**src/rtl/cnn_conv1_mac_ctrl_if.sv**
```systemverilog
// Bundle for the conv1 MAC controller: start/idle/done control, the two
// operand streams, the external multiplier hook-up and the result stream.
// slave  = the controller's view, master = the surrounding system's view.
interface cnn_conv1_mac_ctrl_if #(
  parameter int ACC_W = 26
);
  logic                     ap_start;
  logic                     ap_idle;
  logic                     ap_done;
  logic        [4:0]        klen;
  logic signed [9:0]        w_data;
  logic                     w_valid;
  logic signed [13:0]       x_data;
  logic                     x_valid;
  logic                     op_ready;
  logic signed [9:0]        mul_a;
  logic signed [13:0]       mul_b;
  logic signed [24:0]       mul_p;
  logic signed [ACC_W-1:0]  acc_out;
  logic                     acc_valid;
  logic                     acc_ready;

  modport master (
    output ap_start, klen, w_data, w_valid, x_data, x_valid, mul_p, acc_ready,
    input  ap_idle, ap_done, op_ready, mul_a, mul_b, acc_out, acc_valid
  );

  modport slave (
    input  ap_start, klen, w_data, w_valid, x_data, x_valid, mul_p, acc_ready,
    output ap_idle, ap_done, op_ready, mul_a, mul_b, acc_out, acc_valid
  );
endinterface

```
**src/rtl/cnn_conv1_mac_ctrl.sv**
```systemverilog
// Dot-product controller for the first conv layer. Accepts up to 25
// (weight, pixel) pairs, feeds them through an external 10x14 multiplier
// with a two-stage pipeline (operand reg -> product reg -> accumulate) and
// presents the sum on a valid/ready result port.
// Optional feature: define CNN_MAC_SAT_EN for a saturating, sticky-clamp
// accumulator; otherwise the accumulator wraps in two's complement.
module cnn_conv1_mac_ctrl #(
  parameter int ACC_W = 26
) (
  input logic                 ap_clk,
  input logic                 ap_rst_n,
  cnn_conv1_mac_ctrl_if.slave bus
);

  typedef enum logic [1:0] {IDLE, RUN, DRAIN, OUT} state_t;

  state_t                  state, state_nxt;
  logic        [4:0]       klen_q;
  logic        [4:0]       cnt;
  logic        [4:0]       klen_clamped;
  logic                    drain_cnt;
  logic                    stage1_vld;
  logic                    stage2_vld;
  logic signed [24:0]      prod_q;
  logic signed [ACC_W-1:0] prod_ext;
  logic signed [ACC_W-1:0] acc;
  logic signed [ACC_W-1:0] acc_next;
  logic signed [9:0]       mul_a_q;
  logic signed [13:0]      mul_b_q;
  logic                    start_ok;
  logic                    op_rdy;
  logic                    fire;
  logic                    last_fire;

  assign klen_clamped = (bus.klen > 5'd25) ? 5'd25 : bus.klen;
  assign start_ok     = (state == IDLE) && bus.ap_start;
  assign op_rdy       = (state == RUN) && (cnt < klen_q);
  assign fire         = op_rdy && bus.w_valid && bus.x_valid;
  assign last_fire    = fire && ((cnt + 5'd1) == klen_q);
  assign prod_ext     = ACC_W'(prod_q);

`ifdef CNN_MAC_SAT_EN
  localparam logic [ACC_W-1:0] ACC_MAX = {1'b0, {(ACC_W-1){1'b1}}};
  localparam logic [ACC_W-1:0] ACC_MIN = {1'b1, {(ACC_W-1){1'b0}}};

  logic [ACC_W:0] sum_wide;
  logic           overflow;
  logic           sat_q;

  // Saturating add: once clamped the accumulator holds until the next start
  always_comb begin
    sum_wide = {acc[ACC_W-1], acc} + {prod_ext[ACC_W-1], prod_ext};
    overflow = sum_wide[ACC_W] ^ sum_wide[ACC_W-1];
    if (sat_q) begin
      acc_next = acc;
    end else if (overflow) begin
      acc_next = sum_wide[ACC_W] ? ACC_MIN : ACC_MAX;
    end else begin
      acc_next = sum_wide[ACC_W-1:0];
    end
  end

  // Sticky clamp flag, cleared by every accepted start
  always_ff @(posedge ap_clk or negedge ap_rst_n) begin
    if (!ap_rst_n) begin
      sat_q <= 1'b0;
    end else if (start_ok) begin
      sat_q <= 1'b0;
    end else if (stage2_vld && overflow) begin
      sat_q <= 1'b1;
    end
  end
`else
  // Plain two's complement wrap-around accumulate
  always_comb begin
    acc_next = acc + prod_ext;
  end
`endif

  // State register
  always_ff @(posedge ap_clk or negedge ap_rst_n) begin
    if (!ap_rst_n) begin
      state <= IDLE;
    end else begin
      state <= state_nxt;
    end
  end

  // Next-state logic; DRAIN covers the two pipeline stages behind the last pair
  always_comb begin
    state_nxt = state;
    case (state)
      IDLE:  if (bus.ap_start) state_nxt = (klen_clamped == 5'd0) ? OUT : RUN;
      RUN:   if (last_fire) state_nxt = DRAIN;
      DRAIN: if (drain_cnt) state_nxt = OUT;
      OUT:   if (bus.acc_ready) state_nxt = IDLE;
      default: state_nxt = IDLE;
    endcase
  end

  // Output decode from the current state
  always_comb begin
    bus.ap_idle   = 1'b0;
    bus.op_ready  = 1'b0;
    bus.acc_valid = 1'b0;
    bus.ap_done   = 1'b0;
    case (state)
      IDLE: bus.ap_idle = 1'b1;
      RUN:  bus.op_ready = op_rdy;
      OUT: begin
        bus.acc_valid = 1'b1;
        bus.ap_done   = bus.acc_ready;
      end
      default: ;
    endcase
  end

  // Length capture, accept counter and drain timer
  always_ff @(posedge ap_clk or negedge ap_rst_n) begin
    if (!ap_rst_n) begin
      klen_q    <= 5'd0;
      cnt       <= 5'd0;
      drain_cnt <= 1'b0;
    end else begin
      if (start_ok) begin
        klen_q <= klen_clamped;
        cnt    <= 5'd0;
      end else if (fire) begin
        cnt <= cnt + 5'd1;
      end
      drain_cnt <= (state == DRAIN) ? ~drain_cnt : 1'b0;
    end
  end

  // Multiply pipeline: operands on accept, product one cycle later
  always_ff @(posedge ap_clk or negedge ap_rst_n) begin
    if (!ap_rst_n) begin
      mul_a_q    <= '0;
      mul_b_q    <= '0;
      stage1_vld <= 1'b0;
      stage2_vld <= 1'b0;
      prod_q     <= '0;
    end else begin
      if (fire) begin
        mul_a_q <= bus.w_data;
        mul_b_q <= bus.x_data;
      end
      stage1_vld <= fire;
      stage2_vld <= stage1_vld;
      if (stage1_vld) begin
        prod_q <= bus.mul_p;
      end
    end
  end

  // Accumulator: cleared on start, adds each registered product once
  always_ff @(posedge ap_clk or negedge ap_rst_n) begin
    if (!ap_rst_n) begin
      acc <= '0;
    end else if (start_ok) begin
      acc <= '0;
    end else if (stage2_vld) begin
      acc <= acc_next;
    end
  end

  assign bus.mul_a   = mul_a_q;
  assign bus.mul_b   = mul_b_q;
  assign bus.acc_out = acc;

endmodule

```
**src/flat_wrapper.sv**
```systemverilog
// flat-port wrapper written by rule: the top's interface ports become plain ports
module cnn_conv1_mac_ctrl_flat 
#(
  parameter int ACC_W = 26
)
  (ap_clk, ap_rst_n, bus_ap_start, bus_klen, bus_w_data, bus_w_valid, bus_x_data, bus_x_valid, bus_mul_p, bus_acc_ready, bus_ap_idle, bus_ap_done, bus_op_ready, bus_mul_a, bus_mul_b, bus_acc_out, bus_acc_valid);
  cnn_conv1_mac_ctrl_if #(.ACC_W(ACC_W)) bus_i ();
  input logic ap_clk;
  input logic ap_rst_n;
  input wire logic [$bits(bus_i.ap_start)-1:0] bus_ap_start;
  input wire logic [$bits(bus_i.klen)-1:0] bus_klen;
  input wire logic [$bits(bus_i.w_data)-1:0] bus_w_data;
  input wire logic [$bits(bus_i.w_valid)-1:0] bus_w_valid;
  input wire logic [$bits(bus_i.x_data)-1:0] bus_x_data;
  input wire logic [$bits(bus_i.x_valid)-1:0] bus_x_valid;
  input wire logic [$bits(bus_i.mul_p)-1:0] bus_mul_p;
  input wire logic [$bits(bus_i.acc_ready)-1:0] bus_acc_ready;
  output wire logic [$bits(bus_i.ap_idle)-1:0] bus_ap_idle;
  output wire logic [$bits(bus_i.ap_done)-1:0] bus_ap_done;
  output wire logic [$bits(bus_i.op_ready)-1:0] bus_op_ready;
  output wire logic [$bits(bus_i.mul_a)-1:0] bus_mul_a;
  output wire logic [$bits(bus_i.mul_b)-1:0] bus_mul_b;
  output wire logic [$bits(bus_i.acc_out)-1:0] bus_acc_out;
  output wire logic [$bits(bus_i.acc_valid)-1:0] bus_acc_valid;
  assign bus_i.ap_start = bus_ap_start;
  assign bus_i.klen = bus_klen;
  assign bus_i.w_data = bus_w_data;
  assign bus_i.w_valid = bus_w_valid;
  assign bus_i.x_data = bus_x_data;
  assign bus_i.x_valid = bus_x_valid;
  assign bus_i.mul_p = bus_mul_p;
  assign bus_i.acc_ready = bus_acc_ready;
  assign bus_ap_idle = bus_i.ap_idle;
  assign bus_ap_done = bus_i.ap_done;
  assign bus_op_ready = bus_i.op_ready;
  assign bus_mul_a = bus_i.mul_a;
  assign bus_mul_b = bus_i.mul_b;
  assign bus_acc_out = bus_i.acc_out;
  assign bus_acc_valid = bus_i.acc_valid;
  cnn_conv1_mac_ctrl #(.ACC_W(ACC_W)) u_core (.ap_clk(ap_clk), .ap_rst_n(ap_rst_n), .bus(bus_i));
endmodule
```
**config.mk**
```make
export PLATFORM = sky130hd
export DESIGN_NAME = cnn_conv1_mac_ctrl_flat
export DESIGN_NICKNAME = d
export VERILOG_FILES = /design/src/rtl/cnn_conv1_mac_ctrl_if.sv /design/src/rtl/cnn_conv1_mac_ctrl.sv /design/src/flat_wrapper.sv
export SDC_FILE = /design/constraint.sdc
export NUM_CORES = 1
export LEC_CHECK = 0
export BUFFER_PORTS_ARGS = -buffer_cell sky130_fd_sc_hd__buf_2
export CORE_MARGIN = 3
export CORE_UTILIZATION = 56
export CTS_BUF_LIST = sky130_fd_sc_hd__clkbuf_4 sky130_fd_sc_hd__clkbuf_8
export CTS_CLUSTER_DIAMETER = 40
export CTS_CLUSTER_SIZE = 24
export DETAILED_ROUTE_END_ITERATION = 8
export PLACE_DENSITY = 0.82
export SLEW_MARGIN = 20
export SYNTH_ARGS = -nofsm -noshare
export SYNTH_HDL_FRONTEND = slang
export SYNTH_SLANG_ARGS = --single-unit
```
**constraint.sdc**
```tcl
create_clock -name ap_clk -period 3.95 [get_ports ap_clk]
set_input_delay 0.79 -clock ap_clk [delete_from_list [all_inputs] [get_ports ap_clk]]
set_output_delay 0.79 -clock ap_clk [all_outputs]
set_load 0.05 [all_outputs]
```
# After elaboration in Yosys (flattened, before gate mapping)
# Cells that the tools add are included.
# W data, S select, Z words.
[classes]
add_sub_neg = 2
magnitude_cmp = 2
n_eq_ne = 8
muxes = 16
n_bitwise = 1
n_reduce_logical = 10
[op_table]
columns = ["op", "n"]
rows = [
  ["$mux W26", 2],
  ["$add A26 B25 Y26", 1],
  ["$mux W5", 3],
  ["$mux W2", 5],
  ["$pmux W2 S4", 1],
  ["$add A5 B1 Y5 const B", 1],
  ["$eq A5 B5 Y1", 1],
  ["$gt A5 B5 Y1 const B", 1],
  ["$logic_and A1 B1 Y1", 5],
  ["$logic_not A5 Y1", 1],
  ["$lt A5 B5 Y1", 1],
  ["$mux W1", 5],
  ["$eq A2 B2 Y1 const B", 2],
  ["$ne A2 B1 Y1 const B", 2],
  ["$ne A2 B2 Y1 const B", 2],
  ["$reduce_and A4 Y1", 1],
  ["$reduce_bool A2 Y1", 2],
  ["$eq A2 B1 Y1 const B", 1],
  ["$logic_not A2 Y1", 1],
  ["$not A1 Y1", 1],
]
[word_totals]
regBits = 90
input_bits = 60
out_inout_bits = 54
elab_cells = 49

# Logic depth before layout (Yosys ltp)
# Gate-level depths: netlist of the first run.
[depth]
ltp_word = 7
ltp_mapped = 13
ltp_nobuf = 12

# Worst setup path before layout of the first run
# Ideal clock, no wire load.
[synth_timing]
kind = "reg2reg"
start = "register u_core.acc[0], in the netlist u_core.bus.acc_out[0]"
end = "register u_core.acc[24], in the netlist u_core.bus.acc_out[24]"
setup_time_ns = 0.132
t_arrival_ns = 2.961
required_time_ns = 3.818
setup_slack_ns = 0.857
path_stages_with_launch = 12
path_buffers = 0
path_cell_list = "dfrtp_1 ha_1 fa_1 a21o_1 a221oi_2 o21ai_2 a311oi_4 a31oi_1 a2111oi_2 xnor2_1 mux2i_1 nor2_1"
[synth_between]
elab_chain_len = 3
[synth_rtl]
columns = ["element", "line", "text"]
rows = [
  ["start: declaration", "cnn_conv1_mac_ctrl.sv:26", "logic signed [ACC_W-1:0] acc;"],
  ["start signal: assignment", "cnn_conv1_mac_ctrl.sv:163", "acc <= acc_next;"],
  ["$add A26 B25 Y26", "cnn_conv1_mac_ctrl.sv:76", "acc_next = acc + prod_ext;"],
  ["$mux W26", "cnn_conv1_mac_ctrl.sv:162", "end else if (stage2_vld) begin"],
  ["$mux W26", "cnn_conv1_mac_ctrl.sv:160", "end else if (start_ok) begin"],
]
# No other way between the ends. The select of a mux whose other input is x is not followed.
# A chain may end at the register's enable or synchronous reset.

# Final worst setup path of the first run
# Ends and elaborated chain as after synthesis.

==> flow_summary.toml, run 1 <==
[pwr]
power_w = 0.00586
p_leak_nw = 3.00
peakVddDrop_mv = 0.632
powerDensity_nw_per_um2 = 1000

[yosys]
synth_compound_area_frac = 0.128
synth-edff-count = 0
ys.flop_type = "dfrtp_1"
synth_seq_cells = 90
syn_area_um2 = 4970
synthTopCellsByCount = "101 x nand2_1, 90 x dfrtp_1, 35 x ha_1"
yosysMostFrequentCell = "nand2_1"
synth_top_family_by_area = "simple AND/OR/NAND/NOR gates"
yosys.area_share.simple = 0.155
synthCells = 504
ys_types = 53
synthAdderAreaFrac = 0.0922
ys_top_cells_by_area = "dfrtp_1 45%, ha_1 8.8%, nand2_1 7.6%, mux2_2 5.7%, mux2i_1 4.4%"
synth_nets = 600
synth_xor_area_frac = 0.0441
ys_seq_area_frac = 0.453
synth_area_per_cell_um2 = 9.86
synthMuxAreaShare = 0.101
synth-async-reset-ratio = 1.00
synth_top_area_share = 0.453
ys_warn_count = 0
yosys.area.top_type = "dfrtp_1"

[grt]
grt_use_total = 0.225
grt.overflow.total = 0
grt_max_degree = 91
antenna_found_initial = 0
grt_pass1_wl_um = 18400
first_global_vias = 4027

[layout]
antennaDiodeCount = 0
final_layout_size_suffix_gt1_frac = 0.271
utilization = 0.694
syn2layout_area_growth_pct = 17.7
multi_input_area_um2 = 2590
regArea_um2 = 2250
nNetsFinal = 707
fillerInstances = 683

[sta]
rsz0062_at_grt = "false"
clock.fmax_mhz = 319
clock_skew_ns = 0.00675
min_period_ns = 3.13
hold_violations = 0
setup-violations-final = 0
worst_pin_slew_ns = 0.808
period_share = 0.793
finalMaxSlewViolations = 0
setup-tns-final_ns = 0
slew_headroom = 0.461

[worst_setup_path]
path_cells = "ha_1, fa_1, a21o_1, a221oi_2, o21ai_2, a311oi_4, a31oi_1, a2111oi_2, xnor2_1, mux2i_1, nor2_1"
crit_required_ns = 4.17
regToRegSetupSlack_ns = 0.82
critPathMaxStageDelay_ns = 0.41
cp-end-kind = "flip-flop"
critPathArrivalTime_ns = 3.35
timing.rr.start = "u_core.bus.acc_out[0]"
crit_type = "flip-flop to flip-flop"
crit_path_start = "u_core.bus.acc_out[0]"
startpoint_type = "flip-flop"
r2r-end = "u_core.bus.acc_out[24]"
slowest_stage = "dfrtp_1"
crit_fanout = 4
reg2regPathDepth = 11
worstSetupEndpoint = "u_core.bus.acc_out[24]"

[routing]
wire_per_inst_um = 15.0
drt-initial-drc-count = 105
vias_per_cell = 5.51
drt-total-wl_um = 10800
firstDrtPassIters = 5
ant_nets = 0
dr_total_vias = 3974
route.detailed.drc = 0

[cts]
post_cts_buffers = 0
cts-resized-gates = 0
cts_hold_buffers = 0
cts-root-buf = "clkbuf_8"
clkSinkCount = 90
cts_buffer_depth = 2
cts_buffers = 9
cts_max_level = 3
tritoncts = "built"
clock_latency_ns = 0.35
clk_pin_slew_worst_paths_ns = 0.09

[die]
initial_core_util = 0.590
rows = 33
io-pin-count = 114
dieArea_um2 = 10000
core_um2 = 8420
die_y_um = 100
die_w_um = 100

[placed_design]
io_buffer_count = 113
dpl.hpwl_um = 7930
gp_congestion = 0.880

[hold_path]
hold_class = "flip-flop to flip-flop"

[flow_run]
maxCapViolCount = 0

[run_status]
status = "finished, final reports clean"
[layout make-up]
cell class,instances,area share
inverters,14,0.00899
multi-input cells,380,0.442
clock inverters,5,0.0145
well taps,105,0.0225
flip-flops and latches,90,0.385
repair buffers,116,0.102
clock buffers,11,0.0248
[worst max-delay path, delay by kind of cell (launching register included)]
kind	cells	cell delay, ns
simple gates	1	0.06
compound gates	6	1.61
fa+ha+maj	2	0.66
flops	1	0.41
xor+xnor	1	0.12
mux	1	0.16
[cells in the final DEF (no fill, tap or decap), drive strengths merged, types with 15 or more instances in the layout]
master,n
buf,116
inv,15
nor2,32
o21ai,26
mux2i,22
mux2,25
nand2,101
dfrtp,90
ha,35
a21oi,28
[where the power goes]
group | internal, W | total, W | switching (W)
Combinational | 0.00123 | 0.00349 | 0.00227
Clock | 0.000386 | 0.000715 | 0.000329
Sequential | 0.00134 | 0.00165 | 0.000308
Total | 0.00295 | 0.00586 | 0.00290
[sequential cells by signal, indices dropped and copies added, names as in the netlist]
| name | flops |
|---|---|
| u_core.bus.acc_out | 26 |
| u_core.cnt | 5 |
| u_core.stage1_vld | 1 |
| u_core.state | 2 |
| u_core.stage2_vld | 1 |
| u_core.klen_q | 5 |
| u_core.bus.mul_a | 10 |
| u_core.prod_q | 25 |
| u_core.bus.mul_b | 14 |
| u_core.drain_cnt | 1 |
[per-layer routing]
layer / track usage / wire, um
met1: 0.293 / 4780
met2: 0.378 / 5370
met3: 0.0466 / 593
met4: 0.0725 / 55
met5: 0 / 0
[how the worst min path moves through the flow]
stage	from	to	slack, ns	cells past startpoint
after CTS	u_core.drain_cnt	u_core.drain_cnt	0.44	1
after global placement	u_core.drain_cnt	u_core.drain_cnt	0.41	1
final	u_core.drain_cnt	u_core.drain_cnt	0.43	1
after global routing	u_core.drain_cnt	u_core.drain_cnt	0.45	1
after detailed placement	u_core.drain_cnt	u_core.drain_cnt	0.42	1
after floorplan	u_core.stage1_vld	u_core.stage2_vld	0.35	0
[logic make-up (layout without fill, tap and decap cells)]
family          count (synthesis)  in the layout
buf+inv                        34            146
mux                            47             47
simple gates                  176            176
compound gates                 96             96
fa+ha+maj                      36             36
xor+xnor                       25             25
flops                          90             90
[metrics by stage]
stage | worst slack (ns) | instances | instance area (um2) | hold slack, ns
after floorplan | 0.857 | 504 | 4970 | 0.352
after global placement | 0.942 | 705 | 5610 | 0.408
after detailed placement | 0.815 | 705 | 5610 | 0.422
after CTS | 0.778 | 721 | 5840 | 0.435
after global routing | 0.524 | 721 | 5850 | 0.451
final | 0.817 | 721 | 5850 | 0.432
No activity file was read; power rests on OpenSTA's default activity.
==> inputs of run 2 (changes only) <==
- clock period: 3.95 -> 2.9 ns (I/O delays scaled with it)
==> flow_summary.toml, run 2 (synthesis gave the netlist of run 1 again) <==
[run_status]
status = "finished, final reports clean"

[cts]
cts-root-buf = "clkbuf_8"
cts_max_level = 3
cts_hold_buffers = 0
cts_buffers = 9
clk_pin_slew_worst_paths_ns = 0.10
cts_buffer_depth = 2
tritoncts = "built"
clock_latency_ns = 0.36
clkSinkCount = 90

[sta]
rsz0062_at_grt = "true"
period_share = 0.962
finalMaxSlewViolations = 0
clock.fmax_mhz = 358
clock_skew_ns = 0.0112
setup-tns-final_ns = 0
worst_pin_slew_ns = 0.748
hold_violations = 0
min_period_ns = 2.79
slew_headroom = 0.501
final.setup.worst_slack_ns = 0.110
setup-violations-final = 0

[layout]
instances_no_fill = 730
final_cell_mix = "111 x buf_2, 101 x nand2_1, 89 x dfrtp_1, 34 x ha_1, 32 x nor2_1"
final_common_cell = "buf_2"
antennaDiodeCount = 0
fillerInstances = 661
syn2layout_area_growth_pct = 20.8
nNetsFinal = 716
final_layout_size_suffix_gt1_frac = 0.301
largest_reg_flops = 26
final_area_um2 = 6000

[placed_design]
dpl.hpwl_um = 8480
placed_cells = 712
io_buffer_count = 113
post-place-ws_ns = -0.0200
gp_congestion = 0.956
placed_area_um2 = 5680

[routing]
firstDrtPassIters = 4
drt-total-wl_um = 11500
dr_total_vias = 4058
vias_per_cell = 5.56
ant_nets = 0
drt-initial-drc-count = 158
route.detailed.drc = 0
wire_per_inst_um = 15.7

[worst_setup_path]
crit_fanout = 3
regToRegSetupSlack_ns = 0.11
critPathMaxStageDelay_ns = 0.45
cp-end-kind = "flip-flop"
critPathBufInv = 1
crit_type = "flip-flop to flip-flop"
crit_required_ns = 3.15
slowest_stage = "dfrtp_2"
startpoint_type = "flip-flop"
crit_family = "compound AO/OA/AOI/OAI gates"
critPathArrivalTime_ns = 3.04
path_cells = "ha_4, fa_2, a21o_1, a221oi_4, o21ai_4, a311oi_4, buf_4, a21bo_1, o21ai_2, a21oi_2, xor2_1, o21ai_1"

[die]
io-pin-count = 114
initial_core_util = 0.590
dieArea_um2 = 10000
core_um2 = 8420
rows = 33
die_y_um = 100
die_w_um = 100

[grt]
antenna_found_initial = 0
first_global_vias = 4130
grt_use_total = 0.234
grt_pass1_wl_um = 19100
grt_max_degree = 39
grt.overflow.total = 0

[hold_path]
hold_class = "input port to async pin"

[pwr]
power_w = 0.00821
switching_share = 0.508
internal_power_w = 0.00404
p_clk_frac = 0.114
power_frac_seq = 0.273
peakVddDrop_mv = 0.848
p_leak_nw = 3.06
p_switching_w = 0.00417
comb_power_share = 0.613
powerDensity_nw_per_um2 = 1370

[flow_run]
maxCapViolCount = 0
run 2: routing by layer:
metal	GRT usage	vias to the layer above	wire length [um]
li1	-	1977	-
met1	0.305	1953	5050
met2	0.392	111	5640
met3	0.0563	17	639
met4	0.0653	0	158
met5	0	-	0
run 2: path summary, 6_finish.rpt:
check	startpoint	endpoint	depth (start not counted)
worst max-delay path	u_core.bus.acc_out[0]	u_core.bus.acc_out[20]	12
worst min-delay path	ap_rst_n	u_core.bus.mul_a[6]	1
worst max register to register	u_core.bus.acc_out[0]	u_core.bus.acc_out[20]	12
worst min register to register	u_core.drain_cnt	u_core.drain_cnt	1
max in group asynchronous	ap_rst_n	u_core.prod_q[1]	2
min in group ap_clk	bus_w_data[5]	u_core.bus.mul_a[5]	3
run 2: layout make-up:
| class | count | area, um2 | share of cell area |
|---|---|---|---|
| Inverter | 14 | 52.6 | 0.00876 |
| Multi-Input combinational cell | 380 | 2670 | 0.445 |
| Clock buffer | 9 | 124 | 0.0206 |
| Timing Repair Buffer | 125 | 673 | 0.112 |
| Sequential cell | 90 | 2250 | 0.376 |
| Clock inverter | 7 | 95.1 | 0.0158 |
| Tap cell | 105 | 131 | 0.0219 |
run 2: power by group through the flow:
stage / Sequential [W] / Combinational, W / Clock [W]
final: 0.00225 / 0.00504 / 0.000933
after global placement: 0.00222 / 0.00470 / 0
after floorplan: 0.00326 / 0.00271 / 0
after global routing: 0.00231 / 0.00548 / 0.00101
after CTS: 0.00224 / 0.00490 / 0.000954
after detailed placement: 0.00226 / 0.00482 / 0
run 2: metrics by stage:
stage | utilization | hold WS (ns)
floorplan | - | 0.284
detailed placement | 0.675 | 0.411
global route | 0.712 | 0.146
global placement | 0.675 | 0.403
CTS | 0.702 | 0.142
finish | 0.712 | 0.141
run 2: timing repair:
item                       CTS  global route
resized for setup            1            14
setup endpoints to repair    2             8
pin swaps                    1             9
hold endpoints to repair     0             0
cloned                       0             0
buffers inserted             0             2
==> inputs of run 3 (changes only) <==
--- a/config.mk
+++ b/config.mk
@@ -9,3 +9,3 @@
 export CORE_MARGIN = 3
-export CORE_UTILIZATION = 56
+export CORE_UTILIZATION = 51
 export CTS_BUF_LIST = sky130_fd_sc_hd__clkbuf_4 sky130_fd_sc_hd__clkbuf_8
@@ -14,3 +14,4 @@
 export DETAILED_ROUTE_END_ITERATION = 8
-export PLACE_DENSITY = 0.82
+export PLACE_DENSITY = 0.79
+export RECOVER_POWER = 50
 export SLEW_MARGIN = 20
==> constraint.sdc (replaced) <==
create_clock -name ap_clk -period 2.4 [get_ports ap_clk]
set_input_delay 0.48 -clock ap_clk [delete_from_list [all_inputs] [get_ports ap_clk]]
set_output_delay 0.48 -clock ap_clk [all_outputs]
set_load 0.1 [all_outputs]
==> flow_summary.toml, run 3 (synthesis gave the netlist of run 1 again) <==
[worst_setup_path]
crit_required_ns = 2.66
reg2regPathDepth = 12
r2r-end = "u_core.bus.acc_out[20]"
crit_fanout = 3
regToRegSetupSlack_ns = -0.34
cp-end-kind = "flip-flop"
startpoint_type = "flip-flop"
critPathArrivalTime_ns = 3.00
timing.rr.start = "u_core.bus.acc_out[0]"
crit_type = "flip-flop to flip-flop"

[sta]
min_period_ns = 2.74
setup-violations-final = 14
worst_pin_slew_ns = 1.65
period_share = 1.14
clock.fmax_mhz = 365
hold_violations = 0
finalMaxSlewViolations = 27
clock_skew_ns = 0.0136
slew_headroom = -0.101
rsz0062_at_grt = "true"
final.setup.worst_slack_ns = -0.343

[cts]
cts-root-buf = "clkbuf_8"
cts_buffers = 9
tritoncts = "built"
clock_latency_ns = 0.37
clkSinkCount = 90
clk_pin_slew_worst_paths_ns = 0.10
cts_buffer_depth = 2
cts_max_level = 3

[routing]
drt-initial-drc-count = 186
route.detailed.drc = 0
wire_per_inst_um = 15.5
firstDrtPassIters = 4
drt-total-wl_um = 12400
ant_nets = 0
dr_total_vias = 4287
vias_per_cell = 5.37

[die]
initial_core_util = 0.530
die_y_um = 105
rows = 35
die_w_um = 105
dieArea_um2 = 11000
core_um2 = 9370
io-pin-count = 114

[run_status]
status = "finished, violations left"
violations = "capacitance limit, slew limit, setup timing"

[grt]
first_global_vias = 4297
grt_pass1_wl_um = 20500
grt.overflow.total = 0
antenna_found_initial = 0
grt_max_degree = 55
grt_use_total = 0.227

[layout]
final_cell_mix = "112 x buf_2, 101 x nand2_1, 76 x dfrtp_1, 49 x buf_4, 30 x nor2_1"
largest_reg_flops = 26
antennaDiodeCount = 0
final_common_cell = "buf_2"
final_area_um2 = 6600
utilization = 0.704
nNetsFinal = 760
fillerInstances = 712
final_layout_size_suffix_gt1_frac = 0.404
syn2layout_area_growth_pct = 32.8

[hold_path]
hold_class = "input port to async pin"

[placed_design]
gp_congestion = 0.937
post-place-ws_ns = -0.298
placed_area_um2 = 6080
io_buffer_count = 113
dpl.hpwl_um = 8620

[flow_run]
maxCapViolCount = 1
==> run 3: repair_timing <==
item / CTS / global route
setup buffers: 8 / 8
hold buffers: 0 / 0
pin swaps: 15 / 23
endpoints found under the setup margin: 26 / 44
gates resized for setup: 28 / 20
==> run 3: cell type report <==
cell class | count | area [um2] | share of cell area
clock buffer | 10 | 138 | 0.0209
clock inverter | 6 | 67.6 | 0.0102
inverter | 14 | 57.6 | 0.00873
multi-input combinational | 380 | 2870 | 0.436
sequential | 90 | 2280 | 0.346
tap | 129 | 161 | 0.0245
timing repair buffer | 169 | 1020 | 0.154
==> run 3: critical path, stage by stage, from the launching register on <==
cell and delay [ns]:
dfrtp_4 0.50, ha_4 0.17, fa_2 0.33, a21o_1 0.19, a221oi_2 0.29, o21ai_2 0.12, a311oi_4 0.26, buf_4 0.19
a21bo_1 0.14, o21ai_2 0.08, a21oi_2 0.14, xor2_1 0.15, o21ai_1 0.08
==> run 3: through the flow <==
step                hold slack (ns)  setup TNS (ns)  instances
floorplan                     0.184           -2.30        504
CTS                          0.0804           -2.22        794
global placement              0.404           -1.63        770
finish                        0.239           -2.81        798
global route                  0.278           -5.45        798
detailed placement            0.415           -2.36        770
==> run 3: worst max-delay path by stage <==
stage / from / end / slack, ns / depth (start not counted)
2_1_floorplan: u_core.bus.acc_out[0] / u_core.bus.acc_out[24] / -0.45 / 11
6_report: u_core.bus.acc_out[0] / u_core.bus.acc_out[20] / -0.34 / 12
5_1_grt: u_core.bus.acc_out[0] / u_core.bus.acc_out[24] / -0.51 / 11
3_3_place_gp: u_core.bus.acc_out[0] / u_core.bus.acc_out[20] / -0.25 / 12
3_5_place_dp: u_core.bus.acc_out[0] / u_core.bus.acc_out[24] / -0.30 / 11
4_1_cts: u_core.bus.acc_out[0] / u_core.bus.acc_out[24] / -0.29 / 11
==> run 3: routing by layer <==
layer / track usage / vias up / part of all wire
met4: 0.0740 / 0 / 0.020
met2: 0.381 / 137 / 0.51
met1: 0.298 / 2042 / 0.43
met3: 0.0426 / 25 / 0.049
met5: 0 / - / 0
li1: - / 2083 / -
Power of run 3 is not shown: default switching activity piles up to over one toggle a cycle in this logic, so the estimate is an artifact.
